### src/rtl/fifo_pkg.sv
// Shared definitions for the FIFO read-side blocks: skid-buffer occupancy
// encoding, default word width and the packet counter width.
package fifo_pkg;

    typedef enum logic [1:0] {
        OCC_EMPTY = 2'd0,
        OCC_ONE   = 2'd1,
        OCC_TWO   = 2'd2
    } occ_t;

    localparam int DEF_DATA_WIDTH = 32;
    localparam int PKT_CNT_W      = 16;

    // Number of words held for a given occupancy state.
    function automatic logic [1:0] occ_to_num(input occ_t occ);
        case (occ)
            OCC_ONE: occ_to_num = 2'd1;
            OCC_TWO: occ_to_num = 2'd2;
            default: occ_to_num = 2'd0;
        endcase
    endfunction

endpackage

### src/rtl/fifo_skid_buf.sv
// Two-entry data+last holding buffer. Entry 0 is the head and drives the
// stream outputs directly from flops. A push together with a pop in the
// one-entry state replaces the head. The caller never pushes while full.
module fifo_skid_buf
    import fifo_pkg::*;
#(
    parameter int DATA_WIDTH = DEF_DATA_WIDTH
) (
    input  logic                  clk,
    input  logic                  reset,
    input  logic                  i_push,
    input  logic                  i_pop,
    input  logic [DATA_WIDTH-1:0] i_data,
    input  logic                  i_last,
    output logic [DATA_WIDTH-1:0] o_head_data,
    output logic                  o_head_last,
    output logic                  o_valid,
    output occ_t                  o_occ
);

    occ_t                  r_state;
    occ_t                  w_next;
    logic [DATA_WIDTH-1:0] r_d0;
    logic [DATA_WIDTH-1:0] r_d1;
    logic                  r_l0;
    logic                  r_l1;

    // Occupancy state register.
    always_ff @(posedge clk) begin
        if (reset) r_state <= OCC_EMPTY;
        else       r_state <= w_next;
    end

    // Occupancy transitions from push/pop.
    always_comb begin
        w_next = r_state;
        case (r_state)
            OCC_EMPTY: if (i_push) w_next = OCC_ONE;
            OCC_ONE: begin
                if (i_push && !i_pop)      w_next = OCC_TWO;
                else if (!i_push && i_pop) w_next = OCC_EMPTY;
            end
            OCC_TWO:   if (i_pop) w_next = OCC_ONE;
            default:   w_next = OCC_EMPTY;
        endcase
    end

    // Entry storage: fill head when empty, tail when one is held, shift on pop.
    always_ff @(posedge clk) begin
        if (reset) begin
            r_d0 <= '0;
            r_l0 <= 1'b0;
            r_d1 <= '0;
            r_l1 <= 1'b0;
        end else begin
            case (r_state)
                OCC_EMPTY: begin
                    if (i_push) begin
                        r_d0 <= i_data;
                        r_l0 <= i_last;
                    end
                end
                OCC_ONE: begin
                    if (i_push && i_pop) begin
                        r_d0 <= i_data;
                        r_l0 <= i_last;
                    end else if (i_push) begin
                        r_d1 <= i_data;
                        r_l1 <= i_last;
                    end
                end
                OCC_TWO: begin
                    if (i_pop) begin
                        r_d0 <= r_d1;
                        r_l0 <= r_l1;
                    end
                end
                default: ;
            endcase
        end
    end

    // Head entry drives the stream; occupancy exposed for observation.
    always_comb begin
        o_head_data = r_d0;
        o_head_last = r_l0;
        o_valid     = (r_state != OCC_EMPTY);
        o_occ       = r_state;
    end

endmodule

### src/rtl/fifo_packetizer.sv
// Read stage for the synchronous FIFO: issues reads so that words already in
// flight always have a buffer slot, captures the returned word one cycle
// later and streams it out with a last flag every PKT_LEN beats.
// Optional: define FIFO_PACKETIZER_PKT_CNT_EN to add the 16-bit pkt_count
// output counting completed packets.
module fifo_packetizer
    import fifo_pkg::*;
#(
    parameter int DATA_WIDTH = DEF_DATA_WIDTH,
    parameter int PKT_LEN    = 8
) (
    input  logic                  clk,
    input  logic                  reset,
    input  logic [DATA_WIDTH-1:0] fifo_data_out,
    input  logic                  fifo_empty,
    input  logic                  fifo_error,
    output logic                  fifo_rd_en,
    output logic [DATA_WIDTH-1:0] m_data,
    output logic                  m_valid,
    input  logic                  m_ready,
    output logic                  m_last,
    output logic                  err
`ifdef FIFO_PACKETIZER_PKT_CNT_EN
    ,
    output logic [PKT_CNT_W-1:0]  pkt_count
`endif
);

    localparam int              CNT_W       = $clog2(PKT_LEN) + 1;
    localparam logic [CNT_W:0]  LP_LEN      = (CNT_W + 1)'(PKT_LEN);
    localparam logic [CNT_W:0]  LP_LAST_IDX = (CNT_W + 1)'(PKT_LEN - 1);

    logic             r_inflight;
    logic             r_err;
    logic [CNT_W-1:0] r_beat;
    logic [CNT_W-1:0] w_beat_next;
    logic [CNT_W:0]   w_new_idx;
    logic [1:0]       w_ahead;
    logic [2:0]       w_load;
    logic             w_pop;
    logic             w_push;
    logic             w_new_last;
    occ_t             w_occ;

    // Stream handshake: valid/ready both high at the clock edge moves one
    // beat; m_data/m_last hold while valid is high and ready is low.
    assign w_pop  = m_valid & m_ready;
    assign w_push = r_inflight;

    // Read only when the word would still have a slot after this cycle's pop.
    always_comb begin
        w_load     = {1'b0, occ_to_num(w_occ)} + {2'b00, r_inflight} - {2'b00, w_pop};
        fifo_rd_en = !reset && !fifo_empty && (w_load < 3'd2);
    end

    // Beat index of the captured word = head index after this cycle's pop
    // plus the entries that remain ahead of it, modulo PKT_LEN.
    always_comb begin
        w_beat_next = r_beat;
        if (w_pop) w_beat_next = m_last ? '0 : r_beat + 1'b1;
        w_ahead   = occ_to_num(w_occ) - {1'b0, w_pop};
        w_new_idx = (CNT_W + 1)'(w_beat_next) + (CNT_W + 1)'(w_ahead);
        if (w_new_idx >= LP_LEN) w_new_idx = w_new_idx - LP_LEN;
        w_new_last = (w_new_idx == LP_LAST_IDX);
    end

    // Read-return tracking, head beat index and sticky error.
    always_ff @(posedge clk) begin
        if (reset) begin
            r_inflight <= 1'b0;
            r_beat     <= '0;
            r_err      <= 1'b0;
        end else begin
            r_inflight <= fifo_rd_en;
            r_beat     <= w_beat_next;
            r_err      <= r_err | fifo_error;
        end
    end

    assign err = r_err;

    fifo_skid_buf #(
        .DATA_WIDTH (DATA_WIDTH)
    ) u_skid (
        .clk         (clk),
        .reset       (reset),
        .i_push      (w_push),
        .i_pop       (w_pop),
        .i_data      (fifo_data_out),
        .i_last      (w_new_last),
        .o_head_data (m_data),
        .o_head_last (m_last),
        .o_valid     (m_valid),
        .o_occ       (w_occ)
    );

`ifdef FIFO_PACKETIZER_PKT_CNT_EN
    logic [PKT_CNT_W-1:0] r_pkt_count;

    // Completed packets: one per accepted last beat, wrapping naturally.
    always_ff @(posedge clk) begin
        if (reset)                r_pkt_count <= '0;
        else if (w_pop && m_last) r_pkt_count <= r_pkt_count + 1'b1;
    end

    assign pkt_count = r_pkt_count;
`endif

endmodule

### config.mk
export PLATFORM = sky130hd
export DESIGN_NAME = fifo_packetizer
export DESIGN_NICKNAME = d
export VERILOG_FILES = /design/src/rtl/fifo_pkg.sv /design/src/rtl/fifo_skid_buf.sv /design/src/rtl/fifo_packetizer.sv
export SDC_FILE = /design/constraint.sdc
export NUM_CORES = 1
export LEC_CHECK = 0
export CAP_MARGIN = 0
export CORE_MARGIN = 10
export CORE_UTILIZATION = 41
export DETAILED_ROUTE_END_ITERATION = 6
export HOLD_SLACK_MARGIN = 0.15
export PLACE_DENSITY = 0.67
export SLEW_MARGIN = 20
export SYNTH_ARGS = -nofsm -noshare
export SYNTH_HDL_FRONTEND = slang
export SYNTH_SLANG_ARGS = --single-unit
### constraint.sdc
create_clock -name clk -period 4.7 [get_ports clk]
set_input_delay 1.175 -clock clk [delete_from_list [all_inputs] [get_ports clk]]
set_output_delay 1.175 -clock clk [all_outputs]
set_load 0.02 [all_outputs]
* Word-level counts from Yosys, hierarchy flattened *
Index checks and enable logic that the tools add are counted.

storage, ports and cells
  output and inout bits = 36
  logic and storage cells = 58
  flip-flop bits (word level) = 74

cells by class
  multiplexer cells = 17
  reductions and logical operators = 15
  add/sub/neg operators = 6
  $lt $le $gt $ge = 2
  bitwise operators = 3
  eq/ne operators = 7

operators by type and width
  cell                                                                                  number
  32-bit 2-to-1 mux                                                                     3
  32-bit case mux with 3 select lines                                                   1
  2-bit 2-to-1 mux                                                                      4
  4-bit 2-to-1 mux                                                                      2
  2-bit case mux with 3 select lines                                                    1
  3-bit AND reduction                                                                   2
  4-bit by 2-bit adder with 5-bit output                                                1
  5-bit by 3-bit equality test with 1-bit output (second input constant)                1
  5-bit by 4-bit greater-or-equal comparator with 1-bit output (second input constant)  1
  1-bit logical AND                                                                     5
  5-bit 2-to-1 mux                                                                      1
  5-bit by 4-bit subtractor with 5-bit output (second input constant)                   1
  4-bit by 1-bit adder with 4-bit output (second input constant)                        1
  1-bit zero test                                                                       4
  2-bit by 1-bit inequality test with 1-bit output (second input constant)              2
  2-bit case mux with 2 select lines                                                    1
  4-bit AND reduction                                                                   1
  2-bit by 1-bit adder with 3-bit output                                                1
  3-bit by 2-bit less-than comparator with 1-bit output (second input constant)         1
  1-bit 2-to-1 mux                                                                      3
  3-bit by 1-bit inequality test with 1-bit output (second input constant)              1
  1-bit case mux with 3 select lines                                                    1
  3-bit nonzero test                                                                    1
  3-bit by 1-bit subtractor with 3-bit output                                           1
  9 further kinds                                                                       9

* Longest topological paths before layout *
  depth in word-level cells = 9
  mapped depth = 17
  gate-level depth less buffers = 15

* Modules after synthesis *
From an unflattened synthesis, not the netlist that was laid out.

unflattened totals
  cells, all modules = 384
  area, all modules = 3651.0 um^2

modules (own cells, without submodules)
  module           instances  cells an instance  area an instance (um^2)
  fifo_skid_buf    1          317                3083.0
  fifo_packetizer  1          67                 568.0

* Worst setup path after synthesis *
OpenSTA, ideal clock, no wires.

  kind = in2out
  from = in m_ready
  to = out fifo_rd_en
  path slack = 0.567 ns
  stages on the path = 7
  arrival = 2.958 ns
  path through = o21ai_2 buf_6 inv_1 ha_1 nor2b_1 fa_1 nor4_1

between the ends
  longest elaborated chain between the ends = 4

RTL lines
  item                                                   line                   text
  start, declared                                        fifo_packetizer.sv:20  input logic m_ready,
  1-bit bitwise AND                                      fifo_packetizer.sv:47  assign w_pop = m_valid & m_ready;
  3-bit by 1-bit subtractor with 3-bit output            fifo_packetizer.sv:52  w_load = {1'b0, occ_to_num(w_occ)} + {2'b00, r_inflight} - {2'b00, w_pop};
  3-bit by 2-bit less-than comparator with 1-bit output  fifo_packetizer.sv:53  fifo_rd_en = !reset && !fifo_empty && (w_load < 3'd2);
  1-bit logical AND                                      fifo_packetizer.sv:53
  end, declared                                          fifo_packetizer.sv:17  output logic fifo_rd_en,

No other way between the ends.

* Final worst setup path *
Ends and elaborated chain as after synthesis.

==> results.py <==
metrics = {
    "floorplan": {
        "ioPinCount": 73,
        "die_h_um": 109,
        "core_area_um2": 7730,
        "die_w_um": 109,
        "fp-row-count": 32,
        "dieArea_um2": 11900,
        "initial_core_util_pct": 42.0,
    },
    "drt": {
        "route.detailed.drc": 0,
        "vias_per_cell": 4.96,
        "vias": 2683,
        "antenna_left": 0,
        "first_pass_iters": 5,
        "wl_um": 7790,
        "post_drt_wl_per_cell_um": 14.4,
        "drt_first_iter_violations": 93,
    },
    "setup_path": {
        "r2r_slack_ns": 1.17,
        "rr_endpoint": "u_skid.o_head_last$_SDFFE_PP0P_",
        "crit_type": "in2out",
        "reg2regPathDepth": 13,
        "crit_path_start_kind": "input port",
        "crit_path_max_fanout": 2,
        "cp.arrival_ns": 3.25,
        "timing.rr.start": "u_skid.o_occ[0]$_SDFFE_PP0P_",
        "crit_required_ns": 3.52,
        "critPathCaptureType": "output pin",
    },
    "global_routing": {
        "grt_pass1_vias": 2597,
        "grt_antenna_before_repair": 0,
        "grt-ovfl-total": 0,
        "track_usage_pct": 13.2,
        "grt_max_degree": 75,
        "grt_pass1_wl_um": 12600,
    },
    "pwr": {
        "leakage_nw": 1.69,
        "finalPower_mw": 1.37,
        "ir_drop_uv": 171,
        "p_per_area_nw_per_um2": 325,
    },
    "cts": {
        "clock-root-buffer": "clkbuf_8",
        "ctsHtreeMaxLevel": 3,
        "cts-buffers-inserted": 9,
        "cts_sinks": 74,
        "cts_setup_buffers": 0,
        "clockBufferDepth": 2,
        "clkLatencyLatePin_ns": 0.34,
        "path_clk_slew_ns": 0.08,
        "cts_tree": "yes",
    },
    "timing": {
        "final_hold_viol_count": 0,
        "max_clock_freq_ghz": 0.226,
        "final-setup-viol-count": 0,
        "worst_clock_skew_ns": 0.00839,
        "finalCritPeriodShare_pct": 94.2,
        "fin_crit_ns": 4.43,
        "setup_ws_ns": 0.272,
        "rsz0062_at_grt": "no",
        "tightest_slew_ns": 0.797,
        "relSlewSlack_pct": 46.8,
        "drv_slew": 0,
    },
    "synthesis": {
        "syn_area_um2": 3240,
        "async_flop_share_pct": 0,
        "ys_ff_latch": 74,
        "synth_top_cell_area_share_pct": 45.7,
        "yosysTopAreaCell": "dfxtp_1",
        "syn_inst": 372,
        "ys_top_cells_by_count": "dfxtp_1, nand2_1, nor2_1",
        "syn_avg_cell_area_um2": 8.72,
        "synthFlopType": "dfxtp_1",
        "synth_nets": 417,
        "seq_area_frac_synth_pct": 45.7,
        "yosysMostFrequentCell": "dfxtp_1",
        "synth_cell_types": 38,
        "synth.area.top_cells": "dfxtp_1, mux2i_1, nand2_1",
        "synth-edff-count": 0,
        "ys_warn_count": 0,
    },
    "min_path": {
        "hp-class": "reg2reg",
        "worstHoldEndpoint": "u_skid.r_d1[18]$_SDFFE_PP0P_",
        "holdPathStages": 2,
        "worstHoldStart": "u_skid.r_d1[18]$_SDFFE_PP0P_",
    },
    "layout": {
        "drive_gt1_share_pct": 6.83,
        "area_growth_pct": 29.8,
        "fin_nets": 480,
        "final_area_um2": 4210,
        "utilization_pct": 54.5,
        "instances_no_fill": 541,
        "n_fill_cell": 725,
        "diodes": 0,
    },
    "placed_design": {
        "gp_congestion": 0.770,
        "dp_slack_ns": -0.0722,
        "dp.cells": 526,
        "portBuffers": 72,
        "dp_hpwl_um": 5250,
        "place_area_um2": 4040,
    },
    "outcome": {
        "outcome": "complete, no violations",
    },
    "flow_run": {
        "max-cap-violations": 0,
    },
}
==> sequential cells by signal, summed over array words and instances (netlist names) <==
register,count
r_beat,4
err,1
u_skid.r_d1,32
u_skid.o_head_data,32
u_skid.r_l1,1
u_skid.o_occ,2
u_skid.o_head_last,1
r_inflight,1
==> worst max path at each step <==
stage	startpoint	end	slack, ns	depth (start not counted)
after global routing	m_ready	fifo_rd_en	0.10	8
after detailed placement	m_ready	fifo_rd_en	-0.07	8
after global placement	m_ready	fifo_rd_en	0.04	8
final	m_ready	fifo_rd_en	0.27	8
after CTS	m_ready	fifo_rd_en	0.23	8
after floorplan	m_ready	fifo_rd_en	0.57	7
==> cells by family (layout without fill, tap and decap cells) <==
| kind of cell | Yosys count | count (layout) | share of synthesized area (%) |
|---|---|---|---|
| compound gates | 82 | 82 | 16.1 |
| simple gates | 141 | 141 | 19.2 |
| xor+xnor | 2 | 2 | 0.540 |
| fa+ha+maj | 8 | 8 | 3.55 |
| mux | 35 | 35 | 10.8 |
| buf+inv | 30 | 97 | 4.20 |
| flops | 74 | 74 | 45.7 |
==> cells in the final DEF, fill, tap and decap left out, drive strengths merged, types with 2 or more instances in the layout <==
| master | synthesis | layout |
|---|---|---|
| nand3b | 3 | 3 |
| nor2b | 9 | 9 |
| ha | 6 | 6 |
| buf | 11 | 8 |
| mux2i | 35 | 35 |
| a21o | 2 | 2 |
| o211ai | 2 | 2 |
| nor2 | 41 | 41 |
| clkbuf | 16 | 10 |
| nor4 | 3 | 3 |
| nand2 | 68 | 68 |
| clkdlybuf4s50 | 0 | 70 |
| nand3 | 5 | 5 |
| a211oi | 32 | 32 |
| clkinv | 0 | 4 |
| o21ai | 5 | 5 |
| dfxtp | 74 | 74 |
| nand2b | 5 | 5 |
| fa | 2 | 2 |
| inv | 3 | 3 |
| a21oi | 36 | 36 |
==> stage by stage <==
stage                     setup TNS, ns  hold WS (ns)
final                                 0         0.455
after global routing                  0         0.464
after CTS                             0         0.456
after detailed placement        -0.0722         0.446
after global placement                0         0.440
after floorplan                       0         0.436
==> metal layers <==
layer	track usage, %	wire [µm]	vias to the layer above
met4	6.78	118	0
met3	3.72	484	10
li1	-	-	1411
met5	0	0	-
met2	21.8	3740	49
met1	15.3	3450	1213
==> what timing repair did <==
item | 4_1_cts | 5_1_grt
resized for setup | 1 | 0
hold buffers | 0 | 0
endpoints found under the setup margin | 1 | 0
==> area by class of cell <==
class / instances / area, µm² / share of cell area [%]
tap: 102 / 128 / 3.03
timing repair buffer: 79 / 779 / 18.5
inverter: 3 / 11.3 / 0.267
clock buffer: 10 / 138 / 3.27
clock inverter: 5 / 31.3 / 0.743
multi-input combinational: 268 / 1640 / 39.0
sequential: 74 / 1480 / 35.2
==> critical path: stages <==
cell             delay, ns
clkdlybuf4s50_1       0.44
o21ai_2               0.08
inv_1                 0.06
ha_1                  0.31
nor2b_1               0.14
fa_1                  0.44
nor4_1                0.24
dlygate4sd2_1         0.37
==> power by group <==
| part | switching, mW | internal (mW) | total, mW |
|---|---|---|---|
| combinational | 0.131 | 0.124 | 0.255 |
| sequential | 0.0227 | 0.662 | 0.685 |
| clock | 0.227 | 0.201 | 0.428 |
| total | 0.380 | 0.987 | 1.37 |
Power figures use the tool's default switching activity.
